==> config.mk <==
export PLATFORM = sky130hd
export DESIGN_NAME = smol_fetch_ctrl
export DESIGN_NICKNAME = d
export VERILOG_FILES = /design/src/rtl/smol_fetch_ctrl.sv
export SDC_FILE = /design/constraint.sdc
export NUM_CORES = 1
export LEC_CHECK = 0
export CAP_MARGIN = 20
export CORE_MARGIN = 5
export CORE_UTILIZATION = 54
export DETAILED_ROUTE_END_ITERATION = 8
export PLACE_DENSITY = 0.92
export SLEW_MARGIN = 5
export SYNTH_ARGS = -nofsm -noshare
export SYNTH_HDL_FRONTEND = slang
export SYNTH_SLANG_ARGS = --single-unit
==> constraint.sdc <==
create_clock -name clk -period 6.25 [get_ports clk]
set_clock_uncertainty 0.2 [all_clocks]
set_input_delay 0.9375 -clock clk [delete_from_list [all_inputs] [get_ports clk]]
set_output_delay 0.9375 -clock clk [all_outputs]
set_load 0.005 [all_outputs]
==> src/rtl/smol_fetch_ctrl.sv <==
// Instruction-fetch controller for a synchronous-read ROM: owns the fetch PC, tracks the
// single in-flight read and buffers returned words in a 2-entry skid FIFO for decode.
// Optional: define SMOL_FETCH_MISALIGN_CHK_EN to trap misaligned redirects in a sticky ERR state.

module smol_fetch_ctrl #(
   parameter int unsigned          ADDR_WIDTH = 10,
   parameter int unsigned          DATA_WIDTH = 32,
   parameter logic [ADDR_WIDTH+1:0] RESET_PC  = '0
) (
   input  logic                  clk,
   input  logic                  rst_n,
   output logic [ADDR_WIDTH+1:0] imem_addr,
   input  logic [DATA_WIDTH-1:0] imem_rdata,
   input  logic                  redirect_valid,
   input  logic [ADDR_WIDTH+1:0] redirect_pc,
   input  logic                  halt,
   output logic                  out_valid,
   input  logic                  out_ready,
   output logic [DATA_WIDTH-1:0] out_instr,
   output logic [ADDR_WIDTH+1:0] out_pc,
   output logic                  fetch_err
);

   localparam int unsigned PC_W = ADDR_WIDTH + 2;

   localparam logic [1:0] ST_RUN    = 2'd0;
   localparam logic [1:0] ST_HALTED = 2'd1;
`ifdef SMOL_FETCH_MISALIGN_CHK_EN
   localparam logic [1:0] ST_ERR    = 2'd2;
`endif

   logic [1:0]            state;
   logic [1:0]            state_nxt;
   logic [PC_W-1:0]       fetch_pc;
   logic [PC_W-1:0]       fetch_pc_nxt;
   logic                  infl;
   logic                  infl_nxt;
   logic [PC_W-1:0]       infl_pc;
   logic [PC_W-1:0]       infl_pc_nxt;
   logic [1:0]            count;
   logic [1:0]            count_nxt;
   logic [DATA_WIDTH-1:0] head_instr_nxt;
   logic [PC_W-1:0]       head_pc_nxt;
   logic [DATA_WIDTH-1:0] tail_instr;
   logic [DATA_WIDTH-1:0] tail_instr_nxt;
   logic [PC_W-1:0]       tail_pc;
   logic [PC_W-1:0]       tail_pc_nxt;
   logic [2:0]            occupancy;
   logic                  in_err;
   logic                  pop;
   logic                  push;
   logic                  flush;
   logic                  issue;
   logic                  err_set;

   assign imem_addr = fetch_pc;

   // FSM state register
   always_ff @(posedge clk) begin
      if (!rst_n) begin
         state <= ST_RUN;
      end else begin
         state <= state_nxt;
      end
   end

   // Next state plus the per-cycle control decisions (flush / push / issue)
   always_comb begin
      state_nxt = state;
      flush     = 1'b0;
      push      = 1'b0;
      issue     = 1'b0;
      err_set   = 1'b0;
      pop       = out_valid && out_ready;
      // words held or still arriving after this cycle's pop
      occupancy = 3'(count) + 3'(infl) - 3'(pop);

      if (!in_err) begin
         if (redirect_valid) begin
            flush = 1'b1;
`ifdef SMOL_FETCH_MISALIGN_CHK_EN
            if (redirect_pc[1:0] != 2'b00) begin
               err_set   = 1'b1;
               state_nxt = ST_ERR;
            end
`endif
         end else begin
            push  = infl;
            issue = (state == ST_RUN) && !halt && (occupancy < 3'd2);
            case (state)
               ST_RUN: begin
                  if (halt) begin
                     state_nxt = ST_HALTED;
                  end
               end
               ST_HALTED: begin
                  if (!halt) begin
                     state_nxt = ST_RUN;
                  end
               end
               default: begin
                  state_nxt = state;
               end
            endcase
         end
      end
   end

   // Fetch PC and in-flight tracking
   always_comb begin
      fetch_pc_nxt = fetch_pc;
      infl_nxt     = issue;
      infl_pc_nxt  = infl_pc;
      if (issue) begin
         infl_pc_nxt  = fetch_pc;
         fetch_pc_nxt = fetch_pc + PC_W'(4);
      end else if (flush && !err_set) begin
         fetch_pc_nxt = {redirect_pc[PC_W-1:2], 2'b00};
      end
   end

   // Skid FIFO: head lives in out_instr/out_pc, second entry in tail_*
   always_comb begin
      count_nxt      = count;
      head_instr_nxt = out_instr;
      head_pc_nxt    = out_pc;
      tail_instr_nxt = tail_instr;
      tail_pc_nxt    = tail_pc;

      if (flush) begin
         count_nxt = 2'd0;
      end else if (!in_err) begin
         count_nxt = count + 2'(push) - 2'(pop);
         if (pop) begin
            head_instr_nxt = tail_instr;
            head_pc_nxt    = tail_pc;
         end
         if (push) begin
            if ((count == 2'd0) || ((count == 2'd1) && pop)) begin
               head_instr_nxt = imem_rdata;
               head_pc_nxt    = infl_pc;
            end else begin
               tail_instr_nxt = imem_rdata;
               tail_pc_nxt    = infl_pc;
            end
         end
      end
   end

   // Datapath registers
   always_ff @(posedge clk) begin
      if (!rst_n) begin
         fetch_pc   <= RESET_PC;
         infl       <= 1'b0;
         infl_pc    <= '0;
         count      <= 2'd0;
         out_valid  <= 1'b0;
         out_instr  <= '0;
         out_pc     <= '0;
         tail_instr <= '0;
         tail_pc    <= '0;
      end else begin
         fetch_pc   <= fetch_pc_nxt;
         infl       <= infl_nxt;
         infl_pc    <= infl_pc_nxt;
         count      <= count_nxt;
         out_valid  <= (count_nxt != 2'd0);
         out_instr  <= head_instr_nxt;
         out_pc     <= head_pc_nxt;
         tail_instr <= tail_instr_nxt;
         tail_pc    <= tail_pc_nxt;
      end
   end

`ifdef SMOL_FETCH_MISALIGN_CHK_EN
   assign in_err = (state == ST_ERR);

   // Sticky until reset, like the ERR state itself
   always_ff @(posedge clk) begin
      if (!rst_n) begin
         fetch_err <= 1'b0;
      end else if (err_set) begin
         fetch_err <= 1'b1;
      end
   end
`else
   logic unused_pc_lsb;

   assign in_err        = 1'b0;
   assign fetch_err     = 1'b0;
   // low redirect bits are dropped when the alignment trap is not built
   assign unused_pc_lsb = ^redirect_pc[1:0];
`endif

endmodule

# Word-level counts from Yosys, hierarchy flattened
# Cells that the tools add are included.
[op_classes]
add_sub_neg = 5
n_lt_le_gt_ge = 1
eq_ne = 4
mux = 15
n_bitwise = 3
reduce_logical = 13
[op_table]
columns = ["op", "n"]
rows = [
  ["2-to-1 mux 32 bit", 3],
  ["2-to-1 mux 12 bit", 5],
  ["adder 12 x 3 -> 12 bit, second input constant", 1],
  ["2-to-1 mux 2 bit", 3],
  ["nonzero test 2 bit", 3],
  ["equality test 2 x 1 -> 1 bit, second input constant", 2],
  ["logical AND 1 bit", 4],
  ["logical NOT 2 bit", 2],
  ["!= test 2 bit, second input constant", 2],
  ["one-hot mux 2 bit (2 select lines)", 1],
  ["AND reduction 4 bit", 1],
  ["adder 2 x 1 -> 3 bit", 1],
  ["< comparator 3 x 2 -> 1 bit, second input constant", 1],
  ["2-to-1 mux 1 bit", 3],
  ["NOT 1 bit", 3],
  ["AND reduction 3 bit", 1],
  ["subtractor 3 x 1 -> 3 bit", 1],
  ["adder 2 x 1 -> 2 bit", 1],
  ["subtractor 2 x 1 -> 2 bit", 1],
  ["logical NOT 1 bit", 1],
  ["logical OR 1 bit", 1],
]
[word_totals]
reg_bits = 118
inputBits = 49
out_inout_bits = 58
elab_cells = 51

# Longest topological paths before layout
# Gate-level depths: netlist (run 1).
[depth]
ltp_word = 6
mapped_depth = 10
depth_no_buf = 9

# Least setup slack after synthesis (run 1)
# No wires, ideal clock.
[synth_timing]
path_type = "input to register"
startpoint = "input out_ready"
endpoint = "register infl_pc[10]"
setup_time_ns = 0.116
arrival_ns = 2.953
slack_ns = 2.981
stages = 10
path_buffers = 2
path_cell_list = "and2_1 nor2b_1 o21ai_0 fa_1 or3b_1 buf_2 nor3_2 buf_4 mux2i_1 nor2b_1"
[synth_between]
elab_chain_len = 5
[synth_rtl]
columns = ["element", "line_no", "source"]
rows = [
  ["from (decl)", "18", "input logic out_ready,"],
  ["logical AND 1 bit", "74", "pop = out_valid && out_ready;"],
  ["subtractor 3 x 1 -> 3 bit", "76", "occupancy = 3'(count) + 3'(infl) - 3'(pop);"],
  ["< comparator 3 x 2 -> 1 bit", "89", "issue = (state == ST_RUN) && !halt && (occupancy < 3'd2);"],
  ["logical AND 1 bit", "89", ""],
  ["2-to-1 mux 1 bit", "79", "if (redirect_valid) begin"],
  ["to (signal assigned)", "165", "infl_pc <= infl_pc_nxt;"],
  ["to (decl)", "38", "logic [PC_W-1:0] infl_pc;"],
]
# No other way between the ends.
# A chain may end at the register's enable or synchronous reset.

# Final worst setup path (run 1)
[layout_timing]
startpoint = "input out_ready"
endpoint = "register infl_pc[2]"
# Same word-level chain as after synthesis.

==> flow_summary.toml, run 1 <==
[worst_setup_path]
worst-setup-path-type = "input pin to flop"
startpoint_type = "input pin"
rrSetupSlack_ns = 2.53
worstSetupEndpointType = "flop"
r2r_cells = 7
rr_startpoint = "count[0]$_SDFF_PN0_"
cp_max_fo = 10
crit_required_ns = 6.30
cp.arrival_ns = 4.47
timing.rr.end = "infl_pc[2]$_SDFFE_PN0P_"

[detailed_routing]
drt_first_pass_iters = 4
ant_nets = 0
drcViolationCount = 0
drt-initial-drc-count = 80
num_vias = 3827
wl_per_cell_um = 15.7
vias_per_cell = 5.45
drt-total-wl_mm = 11.0

[floorplan]
core-area_mm2 = 0.00876
die_h_um = 105
start_util_pct = 55.6
rows = 34
die_w_um = 105
io_pins = 107
dieArea_mm2 = 0.0110

[cells_and_area]
post-route-cell-area_mm2 = 0.00604
drive_gt1_share_pct = 5.72
num-nets-final = 642
final_cell_mix = "130 x nand2_1, 111 x dfxtp_1, 100 x clkdlybuf4s50_1"
finish.utilization_pct = 68.9
final_common_cell = "nand2_1"
antenna_cells = 0
area_growth_pct = 23.9

[sta]
relSlewSlack_pct = 33.2
fmax_ghz = 0.226
setup_ws_ns = 1.83
slew_violations = 0
setup_viol = 0
rsz0062_at_grt = "false"
fin_crit_ns = 4.42
tightest_slew_ns = 0.997
final.period_utilization_pct = 70.7
finalHoldViolCount = 0
tns_ns = 0

[synthesis]
synth-simple-area-share_pct = 16.7
synth_cells = 513
synth.distinct_cells = 39
ys.flop_type = "dfxtp_1"
synth-warning-count = 0
yosysSeqAreaShare_pct = 45.6
syn_area_mm2 = 0.00487
synth_compound_area_share_pct = 17.8
synthAdderAreaFrac_pct = 1.18
ys_async_sr_fraction_pct = 0
synth_top_family_by_area = "compound AO/OA/AOI/OAI gates"
muxShareOfSynthArea_pct = 11.1
synth_seq_cells = 111
synth_edf_count = 0
synth_xor_xnor_area_share_pct = 2.18
postSynthAreaPerCell_um2 = 9.49

[clock_network]
clkTransAtPathRegs_ns = 0.10
root_buffer = "clkbuf_8"
cts_setup_buffers = 0
cts_tree = "built"
cts_max_level = 3
cts.sinks = 111
post_cts_resized = 0
cts_buffers = 9
clk-insertion-delay-late_ns = 0.36
postCtsHoldBufs = 0
clock_path_buffers = 2

[pwr]
p_leak_uw = 0.00289
powerDensity_mw_per_mm2 = 210
peakVddDrop_mv = 0.109

[min_path]
hold_path_end = "tail_pc[5]$_SDFFE_PN0P_"
hp-class = "flop to flop"
hold_start = "tail_pc[5]$_SDFFE_PN0P_"
holdPathStages = 2

[global_routing]
grt-ovfl-total = 0
grt_pass1_wl_mm = 18.4
grt_pass1_vias = 3860
grt_usage_pct = 19.9
grt_max_degree = 74
antenna_found_initial = 0

[job]
cap_violations = 0

[placement]
gp_congestion = 0.841
placed_area_mm2 = 0.00586
port_buffers = 101
dpl_worst_slack_ns = 1.46
place_hpwl_mm = 7.45

[run_status]
status = "finished clean"
-- metal layers --
metal / GRT usage [%] / up-vias / share of wire (%)
li1: - / 1903 / -
met1: 24.9 / 1831 / 43
met2: 34.0 / 77 / 51
met3: 4.56 / 16 / 3.9
met4: 6.39 / 0 / 1.8
met5: 0 / - / 0
-- sequential cells by signal, indices dropped and copies added, names as in the netlist --
name        flops
infl            1
out_valid       1
infl_pc        10
out_instr      32
tail_instr     32
tail_pc        10
out_pc         12
count           2
imem_addr      10
state           1
-- stage by stage --
step                power [µW]  hold slack [ns]  std cells
floorplan                  819            0.243        515
global placement           884            0.250        685
detailed placement         890            0.256        686
CTS                       1270            0.271        702
global route              1320            0.292        702
finish                    1270            0.268        702
-- worst max-delay path: stages --
cell and delay (ns):
clkdlybuf4s50_1 0.47, a21boi_0 0.56, o21ai_0 0.21, fa_1 0.53, or3b_1 0.52, nor3_2 0.85, mux2i_1 0.30, nor2b_1 0.07
-- logic make-up after synthesis --
group	Yosys count
AO/OA/AOI/OAI	107
XOR/XNOR	10
adder cells (fa/ha/maj)	4
buffers and inverters	49
flip-flops	111
multiplexers	54
other	1
AND/OR/NAND/NOR	177
-- worst max-delay path by stage --
stage | startpoint | endpoint | depth (start not counted)
after global routing | out_ready | infl_pc[2]$_SDFFE_PN0P_ | 8
after CTS | out_ready | infl_pc[2]$_SDFFE_PN0P_ | 8
after global placement | out_ready | infl_pc[2]$_SDFFE_PN0P_ | 8
after floorplan | out_ready | infl_pc[10]$_SDFFE_PN0P_ | 10
after detailed placement | out_ready | infl_pc[8]$_SDFFE_PN0P_ | 8
final | out_ready | infl_pc[2]$_SDFFE_PN0P_ | 8
-- final cells by class --
class	instances	area (µm²)
multi-input cells	355	2410
flip-flops and latches	111	2220
inverters	5	18.8
fillers	670	2730
repair buffers	107	1070
clock inverters	6	43.8
clock buffers	10	138
well taps	108	135
-- power by group --
| group | internal [µW] | leakage [µW] | switching [µW] |
|---|---|---|---|
| Sequential | 724 | 0.000900 | 16.5 |
| Clock | 157 | 0.0000809 | 235 |
| Combinational | 78.6 | 0.00191 | 55.2 |
| Total | 959 | 0.00289 | 307 |
-- cells in the mapped netlist (2+ instances only) --
master	instances	share of area (%)
xnor2_1	9	1.6
buf_6	6	1.4
nor2_1	5	0.39
dfxtp_1	111	46
o211a_1	42	8.6
clkbuf_1	22	1.7
a21oi_1	8	0.82
mux2i_1	54	11
nand4_1	2	0.26
ha_1	3	0.77
or3b_1	2	0.36
nor2b_1	13	1.7
and4_1	3	0.54
o21ai_0	9	0.92
buf_4	4	0.62
inv_1	5	0.39
and3_1	2	0.26
nor3b_1	2	0.31
nor3_2	2	0.41
nor4_2	3	0.77
buf_2	12	1.2
or2_2	2	0.26
and2_1	3	0.39
a21boi_0	43	6.6
nand3_1	3	0.31
nand2_1	130	10
No activity file was read; power rests on OpenSTA's default activity.
==> inputs of run 2 (changes only) <==
Settings changed: CORE_UTILIZATION 54 to 46, PLACE_DENSITY 0.92 to 0.84.
Clock period 6.25 ns to 3.85 ns, I/O delays scaled along.
==> flow_summary.toml, run 2 (synthesis gave the netlist of run 1 again) <==
[run_status]
status = "finished clean"

[detailed_routing]
wl_met3_um = 494
wl_per_cell_um = 14.5
met1_length_mm = 4.62
ant_nets = 0
drt-total-wl_mm = 10.7
drt_first_pass_iters = 4
drt-initial-drc-count = 182
drcViolationCount = 0
top_layer = "met4"
route.met2.wl_mm = 5.41
num_vias = 3807
vias_per_cell = 5.18

[clock_network]
clkTransAtPathRegs_ns = 0.10
post_cts_resized = 0
root_buffer = "clkbuf_8"
clk-insertion-delay-late_ns = 0.36
postCtsHoldBufs = 0
cts_buffers = 9
cts_setup_buffers = 0
cts_max_level = 3
cts.sinks = 111
clock_path_buffers = 2
cts_tree = "built"

[worst_setup_path]
cp_max_fo = 10
worst-setup-path-type = "input pin to flop"
cp.arrival_ns = 3.38
worstSetupEndpointType = "flop"
crit_required_ns = 3.91
startpoint_type = "input pin"
rr_startpoint = "out_valid$_SDFF_PN0_"
crit_start = "out_ready"

[placement]
place_hpwl_mm = 7.42
port_buffers = 101
gp_congestion = 0.749
dp.cells = 720

[cells_and_area]
final_cell_mix = "130 x nand2_1, 111 x dfxtp_1, 100 x clkdlybuf4s50_1"
drive_gt1_share_pct = 6.18
num-nets-final = 648
largestRegisters = "out_instr: 32 flops, tail_instr: 32 flops, out_pc: 12 flops"
area_growth_pct = 24.8
final_common_cell = "nand2_1"
antenna_cells = 0
finalNonFillerCells = 735

[job]
cap_violations = 0

[sta]
rsz0062_at_grt = "false"
tns_ns = 0
slew_violations = 0
relSlewSlack_pct = 53.0
setup_viol = 0
finalHoldViolCount = 0
final.period_utilization_pct = 86.1
fin_crit_ns = 3.32
hold_ws_ns = 0.264
fmax_ghz = 0.302
tightest_slew_ns = 0.704

[pwr]
powerDensity_mw_per_mm2 = 335
peakVddDrop_mv = 0.183
p_leak_uw = 0.00292

[floorplan]
start_util_pct = 47.2
core-area_mm2 = 0.0103
dieArea_mm2 = 0.0127
die_w_um = 113
rows = 37
die_h_um = 113
io_pins = 107

[min_path]
hp-class = "flop to flop"
hold_start = "tail_pc[4]$_SDFFE_PN0P_"

[global_routing]
grt-ovfl-total = 0
grt_pass1_vias = 3761
grt_max_degree = 47
grt_usage_pct = 16.8
antenna_found_initial = 0
grt_pass1_wl_mm = 17.7
run 2: cell type report:
type | instances | area, µm²
Fill cell | 901 | 4240
Multi-Input combinational cell | 355 | 2410
Sequential cell | 111 | 2220
Timing Repair Buffer | 113 | 1100
Tap cell | 136 | 170
Clock buffer | 12 | 145
Clock inverter | 3 | 18.8
Inverter | 5 | 18.8
run 2: routing by layer:
layer  up-vias  GRT usage (%)
li1       1909              -
met2        76           29.9
met3        10           3.53
met5         -              0
met4         0           5.69
met1      1812           20.1
run 2: power breakdown:
group          internal, µW  switching (µW)  total (µW)
Clock                   251             365         616
Combinational           129            88.8         218
Sequential             1180            25.7        1200
run 2: worst max-delay path: stages:
cell and delay (ns):
clkdlybuf4s50_1 0.51, and2_1 0.17, nor2b_1 0.22, o21ai_0 0.15, fa_1 0.51, or3b_1 0.52
nor3_2 0.20, buf_4 0.23, mux2i_1 0.23, nor2b_1 0.06
run 2: per-stage QoR:
step / power [µW] / cell area, µm² / setup WS (ns) / utilization, %
after global placement: 1440 / 5920 / 0.271 / 57.3
after CTS: 2060 / 6080 / 0.527 / 58.9
after detailed placement: 1450 / 5920 / 0.126 / 57.3
final: 2040 / 6080 / 0.535 / 58.9
after global routing: 2130 / 6080 / 0.340 / 58.9
after floorplan: 1330 / 4880 / 0.941 / -
run 2: path summary, 6_finish.rpt:
check | endpoint | slack [ns] | cells past startpoint
max reg2reg | infl_pc[9]$_SDFFE_PN0P_ | 0.88 | 9
min | tail_pc[4]$_SDFFE_PN0P_ | 0.26 | 2
max | infl_pc[9]$_SDFFE_PN0P_ | 0.53 | 10
min reg2reg | tail_pc[4]$_SDFFE_PN0P_ | 0.26 | 2
